[src/rtl/unidad_datos_p_if.sv]
// Data-RAM handshake bundle for the DAPA datapath.
// The master (datapath) presents address, write data, request and direction.
// The slave (RAM) returns read data and the completion acknowledge.
interface unidad_datos_p_if #(
    parameter int DW = 8,
    parameter int AW = 8
);
    logic [AW-1:0] ram_addr;
    logic [DW-1:0] ram_wdata;
    logic [DW-1:0] ram_rdata;
    logic          ram_req;
    logic          ram_we;
    logic          ram_ack;

    modport master (
        output ram_addr,
        output ram_wdata,
        output ram_req,
        output ram_we,
        input  ram_rdata,
        input  ram_ack
    );

    modport slave (
        input  ram_addr,
        input  ram_wdata,
        input  ram_req,
        input  ram_we,
        output ram_rdata,
        output ram_ack
    );
endinterface

[src/rtl/unidad_datos_p.sv]
// DAPA datapath: PC, SP, AC, IR, SR, MAR, MDR, register file and ALU around a
// priority-muxed internal bus with multiple-driver detection. Data RAM is
// reached through a req/ack handshake run by a small transfer FSM that stalls
// the control unit through busy.
module unidad_datos_p #(
    parameter int            DW      = 8,
    parameter int            AW      = 8,
    parameter int            NREG    = 8,
    parameter logic [AW-1:0] SP_INIT = '1
) (
    input  logic            clk,
    input  logic            reset,
    input  logic            wreg,
    input  logic            ws,
    input  logic            inm,
    input  logic            wac,
    input  logic            rac,
    input  logic            isp,
    input  logic            dsp,
    input  logic            csp,
    input  logic            rsp,
    input  logic            ipc,
    input  logic            wpc,
    input  logic            rpc,
    input  logic            wir,
    input  logic            cpc,
    input  logic            wmar,
    input  logic            wmdr,
    input  logic            rmdr,
    input  logic [3:0]      op,
    input  logic            rmem,
    input  logic            wmem,
    output logic [AW-1:0]   code_addr,
    input  logic [2*DW-1:0] code_data,
    unidad_datos_p_if.master ram,
    output logic            busy,
    output logic [DW-1:0]   ir_hi,
    output logic            v,
    output logic            n,
    output logic            z,
    output logic            c,
    output logic            stk_ovf,
    output logic            stk_unf,
    output logic            bus_err
);

    localparam int RSW = $clog2(NREG);
    localparam logic [DW-1:0] ONE = DW'(1);

    typedef enum logic [3:0] {
        OP_B, OP_ADD, OP_SUB, OP_AND, OP_OR, OP_XOR, OP_NOT, OP_INC,
        OP_DEC, OP_SHL, OP_SHR, OP_ADC, OP_SBC, OP_CMP, OP_A, OP_ZERO
    } alu_op_e;

    typedef enum logic [1:0] {
        XF_IDLE,
        XF_RD,
        XF_WR
    } xfer_e;

    logic [AW-1:0]   pc_q, pc_d;
    logic [AW-1:0]   sp_q, sp_d;
    logic [AW-1:0]   mar_q;
    logic [DW-1:0]   ac_q;
    logic [DW-1:0]   mdr_q;
    logic [2*DW-1:0] ir_q;
    logic [DW-1:0]   regs_q [NREG];
    logic            v_q, n_q, z_q, c_q;
    logic            ovf_q, ovf_d;
    logic            unf_q, unf_d;
    logic            berr_q;
    xfer_e           state_q, state_d;

    logic [DW-1:0]   bus;
    logic            bus_conflict;
    logic [RSW-1:0]  rd, ra;
    logic [DW-1:0]   imm;
    logic [DW-1:0]   opa, opb;
    alu_op_e         alu_op;
    logic [DW-1:0]   alu_res;
    logic            alu_c, alu_v;
    logic            read_done;

    function automatic logic ovf_add(input logic [DW-1:0] x, y, r);
        return (x[DW-1] == y[DW-1]) && (r[DW-1] != x[DW-1]);
    endfunction

    function automatic logic ovf_sub(input logic [DW-1:0] x, y, r);
        return (x[DW-1] != y[DW-1]) && (r[DW-1] != x[DW-1]);
    endfunction

    assign rd     = ir_q[DW+RSW-1:DW];
    assign ra     = ir_q[RSW-1:0];
    assign imm    = ir_q[DW-1:0];
    assign opa    = regs_q[rd];
    assign opb    = inm ? imm : regs_q[ra];
    assign alu_op = alu_op_e'(op);

    // Internal bus source select, fixed priority rpc > rsp > rac > rmdr
    always_comb begin
        bus = '0;
        if (rpc)       bus = DW'(pc_q);
        else if (rsp)  bus = DW'(sp_q);
        else if (rac)  bus = ac_q;
        else if (rmdr) bus = mdr_q;
    end

    assign bus_conflict = (rpc & (rsp | rac | rmdr)) | (rsp & (rac | rmdr)) | (rac & rmdr);

    // ALU: result plus carry/borrow and signed-overflow for the add/sub family
    always_comb begin
        alu_res = '0;
        alu_c   = 1'b0;
        alu_v   = 1'b0;
        case (alu_op)
            OP_B:    alu_res = opb;
            OP_ADD: begin
                {alu_c, alu_res} = {1'b0, opa} + {1'b0, opb};
                alu_v = ovf_add(opa, opb, alu_res);
            end
            OP_SUB, OP_CMP: begin
                {alu_c, alu_res} = {1'b0, opa} - {1'b0, opb};
                alu_v = ovf_sub(opa, opb, alu_res);
            end
            OP_AND:  alu_res = opa & opb;
            OP_OR:   alu_res = opa | opb;
            OP_XOR:  alu_res = opa ^ opb;
            OP_NOT:  alu_res = ~opa;
            OP_INC: begin
                {alu_c, alu_res} = {1'b0, opa} + {1'b0, ONE};
                alu_v = ovf_add(opa, ONE, alu_res);
            end
            OP_DEC: begin
                {alu_c, alu_res} = {1'b0, opa} - {1'b0, ONE};
                alu_v = ovf_sub(opa, ONE, alu_res);
            end
            OP_SHL: begin
                alu_res = {opa[DW-2:0], 1'b0};
                alu_c   = opa[DW-1];
            end
            OP_SHR: begin
                alu_res = {1'b0, opa[DW-1:1]};
                alu_c   = opa[0];
            end
            OP_ADC: begin
                {alu_c, alu_res} = {1'b0, opa} + {1'b0, opb} + {{DW{1'b0}}, c_q};
                alu_v = ovf_add(opa, opb, alu_res);
            end
            OP_SBC: begin
                {alu_c, alu_res} = {1'b0, opa} - {1'b0, opb} - {{DW{1'b0}}, ~c_q};
                alu_v = ovf_sub(opa, opb, alu_res);
            end
            OP_A:    alu_res = opa;
            OP_ZERO: alu_res = '0;
            default: alu_res = '0;
        endcase
    end

    // PC next value: clear > load from bus > increment (wraps naturally)
    always_comb begin
        pc_d = pc_q;
        if (cpc)      pc_d = '0;
        else if (wpc) pc_d = AW'(bus);
        else if (ipc) pc_d = pc_q + AW'(1);
    end

    // SP next value with saturating limits and sticky over/underflow
    always_comb begin
        sp_d  = sp_q;
        ovf_d = ovf_q;
        unf_d = unf_q;
        if (csp) begin
            sp_d  = SP_INIT;
            ovf_d = 1'b0;
            unf_d = 1'b0;
        end else if (isp && !dsp) begin
            if (sp_q == '1) ovf_d = 1'b1;
            else            sp_d  = sp_q + AW'(1);
        end else if (dsp && !isp) begin
            if (sp_q == '0) unf_d = 1'b1;
            else            sp_d  = sp_q - AW'(1);
        end
    end

    // Program counter and stack pointer registers
    always_ff @(posedge clk or negedge reset) begin
        if (!reset) begin
            pc_q  <= '0;
            sp_q  <= SP_INIT;
            ovf_q <= 1'b0;
            unf_q <= 1'b0;
        end else begin
            pc_q  <= pc_d;
            sp_q  <= sp_d;
            ovf_q <= ovf_d;
            unf_q <= unf_d;
        end
    end

    // Accumulator, status flags and instruction register
    always_ff @(posedge clk or negedge reset) begin
        if (!reset) begin
            ac_q <= '0;
            ir_q <= '0;
            v_q  <= 1'b0;
            n_q  <= 1'b0;
            z_q  <= 1'b0;
            c_q  <= 1'b0;
        end else begin
            if (wac && alu_op != OP_CMP) ac_q <= alu_res;
            if (ws) begin
                v_q <= alu_v;
                n_q <= alu_res[DW-1];
                z_q <= (alu_res == '0);
                c_q <= alu_c;
            end
            if (wir) ir_q <= code_data;
        end
    end

    // Register file written from the bus; reads see the pre-edge contents
    always_ff @(posedge clk or negedge reset) begin
        if (!reset) begin
            for (int unsigned i = 0; i < NREG; i++) regs_q[i] <= '0;
        end else if (wreg) begin
            regs_q[rd] <= bus;
        end
    end

    assign read_done = (state_q == XF_RD) && ram.ram_ack;

    // MAR/MDR: a completing RAM read takes precedence over a bus load of MDR
    always_ff @(posedge clk or negedge reset) begin
        if (!reset) begin
            mar_q <= '0;
            mdr_q <= '0;
        end else begin
            if (wmar) mar_q <= AW'(bus);
            if (read_done)  mdr_q <= ram.ram_rdata;
            else if (wmdr)  mdr_q <= bus;
        end
    end

    // Sticky multiple-driver detector on the internal bus
    always_ff @(posedge clk or negedge reset) begin
        if (!reset)            berr_q <= 1'b0;
        else if (bus_conflict) berr_q <= 1'b1;
    end

    // Transfer FSM state register; reset forces IDLE, dropping req at once
    always_ff @(posedge clk or negedge reset) begin
        if (!reset) state_q <= XF_IDLE;
        else        state_q <= state_d;
    end

    // Transfer FSM next state and handshake outputs
    always_comb begin
        state_d      = state_q;
        ram.ram_req  = 1'b0;
        ram.ram_we   = 1'b0;
        busy         = 1'b0;
        case (state_q)
            XF_IDLE: begin
                if (wmem)      state_d = XF_WR;
                else if (rmem) state_d = XF_RD;
            end
            XF_RD: begin
                ram.ram_req = 1'b1;
                busy        = 1'b1;
                if (ram.ram_ack) state_d = XF_IDLE;
            end
            XF_WR: begin
                ram.ram_req = 1'b1;
                ram.ram_we  = 1'b1;
                busy        = 1'b1;
                if (ram.ram_ack) state_d = XF_IDLE;
            end
            default: state_d = XF_IDLE;
        endcase
    end

    assign ram.ram_addr  = mar_q;
    assign ram.ram_wdata = mdr_q;
    assign code_addr     = pc_q;
    assign ir_hi         = ir_q[2*DW-1:DW];
    assign v             = v_q;
    assign n             = n_q;
    assign z             = z_q;
    assign c             = c_q;
    assign stk_ovf       = ovf_q;
    assign stk_unf       = unf_q;
    assign bus_err       = berr_q;

endmodule

[src/flat_wrapper.sv]
// flat-port wrapper written by rule: the top's interface ports become plain ports
module unidad_datos_p_flat 
#(
    parameter int            DW      = 8,
    parameter int            AW      = 8,
    parameter int            NREG    = 8,
    parameter logic [AW-1:0] SP_INIT = '1
)
  (clk, reset, wreg, ws, inm, wac, rac, isp, dsp, csp, rsp, ipc, wpc, rpc, wir, cpc, wmar, wmdr, rmdr, op, rmem, wmem, code_addr, code_data, busy, ir_hi, v, n, z, c, stk_ovf, stk_unf, bus_err, ram_ram_addr, ram_ram_wdata, ram_ram_req, ram_ram_we, ram_ram_rdata, ram_ram_ack);
  unidad_datos_p_if #(.DW(DW), .AW(AW)) ram_i ();
  input  logic clk;
  input  logic reset;
  input  logic wreg;
  input  logic ws;
  input  logic inm;
  input  logic wac;
  input  logic rac;
  input  logic isp;
  input  logic dsp;
  input  logic csp;
  input  logic rsp;
  input  logic ipc;
  input  logic wpc;
  input  logic rpc;
  input  logic wir;
  input  logic cpc;
  input  logic wmar;
  input  logic wmdr;
  input  logic rmdr;
  input  logic [3:0] op;
  input  logic rmem;
  input  logic wmem;
  output logic [AW-1:0] code_addr;
  input  logic [2*DW-1:0] code_data;
  output logic busy;
  output logic [DW-1:0] ir_hi;
  output logic v;
  output logic n;
  output logic z;
  output logic c;
  output logic stk_ovf;
  output logic stk_unf;
  output logic bus_err;
  output wire logic [$bits(ram_i.ram_addr)-1:0] ram_ram_addr;
  output wire logic [$bits(ram_i.ram_wdata)-1:0] ram_ram_wdata;
  output wire logic [$bits(ram_i.ram_req)-1:0] ram_ram_req;
  output wire logic [$bits(ram_i.ram_we)-1:0] ram_ram_we;
  input wire logic [$bits(ram_i.ram_rdata)-1:0] ram_ram_rdata;
  input wire logic [$bits(ram_i.ram_ack)-1:0] ram_ram_ack;
  assign ram_ram_addr = ram_i.ram_addr;
  assign ram_ram_wdata = ram_i.ram_wdata;
  assign ram_ram_req = ram_i.ram_req;
  assign ram_ram_we = ram_i.ram_we;
  assign ram_i.ram_rdata = ram_ram_rdata;
  assign ram_i.ram_ack = ram_ram_ack;
  unidad_datos_p #(.DW(DW), .AW(AW), .NREG(NREG), .SP_INIT(SP_INIT)) u_core (.clk(clk), .reset(reset), .wreg(wreg), .ws(ws), .inm(inm), .wac(wac), .rac(rac), .isp(isp), .dsp(dsp), .csp(csp), .rsp(rsp), .ipc(ipc), .wpc(wpc), .rpc(rpc), .wir(wir), .cpc(cpc), .wmar(wmar), .wmdr(wmdr), .rmdr(rmdr), .op(op), .rmem(rmem), .wmem(wmem), .code_addr(code_addr), .code_data(code_data), .ram(ram_i), .busy(busy), .ir_hi(ir_hi), .v(v), .n(n), .z(z), .c(c), .stk_ovf(stk_ovf), .stk_unf(stk_unf), .bus_err(bus_err));
endmodule
[config.mk]
export PLATFORM = sky130hd
export DESIGN_NAME = unidad_datos_p_flat
export DESIGN_NICKNAME = d
export VERILOG_FILES = /design/src/rtl/unidad_datos_p_if.sv /design/src/rtl/unidad_datos_p.sv /design/src/flat_wrapper.sv
export SDC_FILE = /design/constraint.sdc
export NUM_CORES = 1
export LEC_CHECK = 0
export ABC_AREA = 1
export BUFFER_PORTS_ARGS = -buffer_cell sky130_fd_sc_hd__buf_4
export CAP_MARGIN = 20
export CORE_ASPECT_RATIO = 0.5
export CORE_UTILIZATION = 50
export DETAILED_ROUTE_END_ITERATION = 7
export PLACE_DENSITY = 0.71
export SYNTH_ARGS = -nofsm -noshare
export SYNTH_HDL_FRONTEND = slang
export SYNTH_SLANG_ARGS = --single-unit
[constraint.sdc]
create_clock -name clk -period 3.7 [get_ports clk]
set_input_delay 0.555 -clock clk [delete_from_list [all_inputs] [get_ports clk]]
set_output_delay 0.555 -clock clk [all_outputs]
set_load 0.005 [all_outputs]
# Yosys cells after proc, flatten, opt, wreduce, memory -nomap -nowiden
# Index checks and enable logic that the tools add are counted.
[op_classes]
addsub = 9
magnitude_cmp = 3
eq_ne = 32
mux = 40
n_bitwise = 16
n_reduce_logical = 30
[op_table]
columns = ["operator", "n"]
rows = [
  ["2-to-1 mux 8 bit", 20],
  ["one-hot mux 8 bit (15 select lines)", 1],
  ["bitwise mux 64 bit", 1],
  ["binary-select mux 8 bit (select 3 bit)", 2],
  ["equality test 4 bit, second input constant", 8],
  ["demux 8 bit (select 3 bit)", 1],
  ["adder 8 x 1 -> 8 bit, second input constant", 2],
  ["equality test 4 x 3 -> 1 bit, second input constant", 4],
  ["zero test 8 bit", 2],
  ["logical AND 1 bit", 11],
  ["nonzero test 2 bit", 5],
  ["adder 8 x 1 -> 9 bit, second input constant", 1],
  ["adder 8 x 8 -> 9 bit", 1],
  ["adder 9 x 1 -> 9 bit", 1],
  ["2-to-1 mux 1 bit", 9],
  ["subtractor 8 x 1 -> 9 bit, second input constant", 1],
  ["subtractor 8 x 8 -> 9 bit", 1],
  ["subtractor 9 x 1 -> 9 bit", 1],
  ["AND 8 bit", 1],
  ["equality test 4 x 2 -> 1 bit, second input constant", 2],
  ["equality test 8 bit, second input constant", 1],
  [">= comparator 4 bit, second input constant", 2],
  ["inverter 3 -> 4 bit", 2],
  ["inverter 8 bit", 1],
  ["other kinds (28)", 49],
]
[totals]
register_bits = 129
input_bits = 50
output_inout_bits = 42
word_cells = 152

# Logic depth before layout (Yosys ltp)
[logic_depth]
ltp_word = 10
mapped_depth = 29

# Worst setup path before layout
# OpenSTA, ideal clock, no wires.
[synth_timing]
path_type = "register -> register"
startpoint = "reg u_core.ir_q[8]"
endpoint = "reg u_core.z_q (netlist: u_core.z)"
setup_ns = 0.116
t_arrival_ns = 3.028
setup_slack_ns = 0.556
path_stages_with_launch = 24
n_path_buf = 1
cell_sequence = "dfrtp_1 inv_2 buf_2 nand2_1 nand3_1 nand3_1 nor2_2 inv_2 ha_1 fa_1 ha_1 nand3_1 inv_1 nand3_1 o21ai_0 nand3_1 nand2_1 nor2_1 nand2_1 nand2_1 nand2_1 inv_1 nand2_1 nand2_1"
[synth_via]
elab_chain_cells = 8
word_cells_on_any_way = 16
[synth_rtl]
columns = ["element", "line", "source"]
rows = [
  ["from (decl)", "unidad_datos_p.sv:66", "logic [2*DW-1:0] ir_q;"],
  ["from (signal assigned)", "unidad_datos_p.sv:217", "if (wir) ir_q <= code_data;"],
  ["inverter 3 -> 4 bit (implied by the code) *", "unidad_datos_p.sv:95", "assign opa = regs_q[rd];"],
  ["binary-select mux 8 bit (select 3 bit) *", "unidad_datos_p.sv:95", ""],
  ["2-to-1 mux 8 bit (implied by the code) * (2 in a row)", "unidad_datos_p.sv:95", ""],
  ["subtractor 8 x 8 -> 9 bit or adder 8 x 8 -> 9 bit (tied branches)", "-", ""],
  ["subtractor 9 x 1 -> 9 bit or adder 9 x 1 -> 9 bit (tied branches)", "unidad_datos_p.sv:150, unidad_datos_p.sv:146", ""],
  ["one-hot mux 8 bit (15 select lines) *", "unidad_datos_p.sv:115", "case (alu_op)"],
  ["zero test 8 bit *", "unidad_datos_p.sv:214", "z_q <= (alu_res == '0);"],
  ["to (signal assigned)", "unidad_datos_p.sv:214", ""],
  ["to (decl)", "unidad_datos_p.sv:68", "logic v_q, n_q, z_q, c_q;"],
]
# Every way passes the cells marked *; elsewhere a longest branch is shown, timed or not. The select of a mux whose other input is x is not followed.
# A chain may end at the register's enable or synchronous reset.

# Worst setup path in the final report
# Same ends and word-level chain as after synthesis.

==> metrics.yaml <==
timing:
  tightest_slew_ps: 860
  whs_ps: 230
  finalCritPeriodShare: 0.942
  hold_viol: 0
  maxSlewHeadroom: 0.427
  maxSlewViolCount: 0
  setup_violations: 0
  fin_skew_ps: 16.4
  max_freq_mhz: 287
  min_period_ps: 3490
global_route:
  grt_pass1_wl_um: 56000
  met2_usage: 0.572
  top_usage_layer: "met2"
  grt_usage: 0.357
  grtUsageMet3: 0.0698
  grt_max_degree: 66
  use_met1: 0.494
  antenna_found_initial: 0
  grt_pass1_vias: 10200
  globalRouteOverflowTotal: 0
drt:
  drt-initial-drc-count: 1361
  vias: 10800
  drt-total-wl_um: 34900
  vias_per_cell: 5.72
  drtAntennaViolNets: 0
  drcViolationCount: 1
  wire_per_inst_um: 18.4
  dr.pass1.iters: 8
cts:
  cts_tree: "done"
  htreeDepth: 4
  holdBufCountCts: 0
  cts_buffers: 17
  clkTransAtPathRegs_ps: 70
  max-clock-path-buffers: 2
  clock-sinks: 129
  cts_root_buf: "clkbuf_16"
  worst_skew_pair.late_latency_ps: 430
yosys:
  synth_seq_area_share: 0.330
  synth_cell_types: 42
  yosysWarnings: 0
  netlist_area_mm2: 0.00982
  netlist_instances: 1507
  synth-seq-cells: 129
  synth_area_per_cell_um2: 6.52
  synth_fp_nets: 1602
layout:
  n_fill_cell: 1735
  drive_above_1_share: 0.162
  area_growth_pct: 20.4
  multi_input_area_mm2: 0.00574
  regArea_mm2: 0.00324
  mostFrequentLayoutCell: "nand2_1"
  instances_no_fill: 1894
  final_cell_mix: "nand2_1, inv_1, o21ai_0"
  final_net_count: 1717
  n_antenna_cell: 0
  fin_util: 0.628
die:
  initial_core_util: 0.522
  pin_count: 92
  placementRows: 35
  die_area_mm2: 0.0202
  die_h_um: 101
  die_w_um: 200
  core_mm2: 0.0188
outcome:
  status: "finished, violations left"
  violations: "DRC"
critical_path:
  r2r_cells: 23
  end_kind: "flip-flop"
  critPathLaunch: "u_core.ir_q[8]"
  critPathMaxFanout: 21
  worst_path_max_delay_cell: "dfrtp_2"
  required_ps: 4070
  cp_slowest_stage_delay_ps: 460
  r2r-end: "u_core.z"
  path_delay_family: "simple AND/OR/NAND/NOR gates"
  crit_chain: "inv_4, buf_12, nand2_1, nand3_1, o21ai_0, nor2_2, ha_4, buf_4, a21oi_1, nand2_1, nand2_1, nand2_1, inv_1, nand3_1, nand3_1, nand2_1, nor2_1, nand2_1, nand2_1, nand2_1, inv_1, nand2_1, nand2_1"
  critical_path_arrival_ps: 3850
  crit_top_cell: "nand2_1"
  reg2reg_from: "u_core.ir_q[8]"
  rrSetupSlack_ps: 210
  critPathBufInv: 5
  crit_type: "flip-flop to flip-flop"
  start_kind: "flip-flop"
pwr:
  pwr-share-comb: 0.468
  p_total_w: 0.00749
  p_clk_frac: 0.240
  power_frac_seq: 0.292
  switching_power_w: 0.00331
  p_leak_nw: 6.09
  powerDensity_mw_per_mm2: 633
  p_sw_frac: 0.442
  p_int_w: 0.00418
  vdd_drop_max_v: 0.000457
hold_path:
  worstHoldPathType: "input port to async pin"
placed_design:
  io_buffer_count: 91
  dp_hpwl_um: 26300
  gp_congestion: 1.03
  dp.cells: 1861
flow_run:
  cap_violations: 0
state kept, by name, indices dropped and copies added, names as in the netlist:
signal,count
u_core.bus_err,1
u_core.ram.ram_wdata,8
u_core.v,1
u_core.sp_q,8
u_core.regs_q,64
u_core.state_q,2
u_core.n,1
u_core.ac_q,8
u_core.c,1
u_core.z,1
u_core.ir_q,16
u_core.stk_ovf,1
u_core.ram.ram_addr,8
u_core.code_addr,8
u_core.stk_unf,1
final cells by class:
type	instances	share of cell area
tap	259	0.0274
inverter	175	0.0559
clock buffer	19	0.0366
multi-input combinational	1142	0.485
clock inverter	13	0.0148
sequential	129	0.274
timing repair buffer	157	0.106
power groups by stage:
stage                     clock, W  combinational, W  sequential [W]
after floorplan                  0           0.00214         0.00206
after global placement           0           0.00326         0.00218
after detailed placement         0           0.00331         0.00218
after CTS                  0.00180           0.00335         0.00217
after global routing       0.00187           0.00392         0.00222
final                      0.00179           0.00351         0.00219
metal layers:
layer,vias up,wire length [um]
met1,5092,15500
met2,567,15500
met5,-,0
li1,5098,-
met4,0,738
met3,78,3060
how the worst max path moves through the flow:
| stage | endpoint | cells past startpoint |
|---|---|---|
| after detailed placement | u_core.z | 25 |
| final | u_core.z | 23 |
| after floorplan | u_core.z | 23 |
| after global routing | u_core.z | 23 |
| after CTS | u_core.z | 23 |
| after global placement | u_core.z | 23 |
synth_stat cells:
library cell / n / area, um^2
a21oi_1: 37 / 185
a221o_1: 1 / 10.0
a22o_1: 1 / 8.76
a22oi_1: 5 / 37.5
a31oi_1: 1 / 6.26
a32o_1: 1 / 10.0
and2_1: 2 / 12.5
buf_1: 3 / 11.3
buf_2: 9 / 45.0
buf_4: 13 / 97.6
buf_6: 1 / 11.3
clkbuf_1: 35 / 131
dfrtp_1: 121 / 3030
dfstp_2: 8 / 210
fa_1: 3 / 60.1
ha_1: 42 / 526
inv_1: 167 / 627
inv_2: 7 / 26.3
inv_4: 1 / 6.26
mux2_2: 10 / 113
nand2_1: 511 / 1920
nand2_2: 8 / 50.1
nand2_4: 1 / 11.3
nand3_1: 140 / 701
nand3_2: 3 / 30.0
nand3b_1: 2 / 15.0
nand4_1: 14 / 87.6
nor2_1: 119 / 447
nor2_2: 5 / 31.3
nor2_4: 5 / 56.3
nor2_8: 2 / 40.0
nor3_1: 12 / 60.1
nor4_1: 1 / 6.26
o211ai_1: 28 / 210
o21ai_0: 162 / 811
o21ai_1: 3 / 15.0
o21bai_1: 1 / 7.51
o21bai_2: 1 / 11.3
o22ai_1: 11 / 68.8
o31ai_1: 2 / 15.0
xnor2_1: 2 / 17.5
xor2_1: 6 / 52.6
metrics by stage:
stage | setup TNS [ps] | cell area (um^2) | setup WS, ps
floorplan | 0 | 9820 | 556
global placement | 0 | 11100 | 64.8
detailed placement | 0 | 11100 | 98.0
CTS | 0 | 11700 | 93.2
global route | -40.4 | 11800 | -40.4
finish | 0 | 11800 | 215
what timing repair did:
item	in CTS	in global routing
endpoints found under the setup margin	0	9
hold endpoints to repair	0	0
setup buffers	0	1
gates resized for setup	0	36
cells by family after synthesis:
| group | share of synthesized area |
|---|---|
| AOI/OAI and AO/OA | 0.142 |
| xor gates and xnor gates | 0.00713 |
| adders and majority gates | 0.0596 |
| buffers and inverters | 0.0973 |
| DFF | 0.330 |
| muxes | 0.0115 |
| and+or+nand+nor | 0.353 |
(Power assumes the default switching activity.)
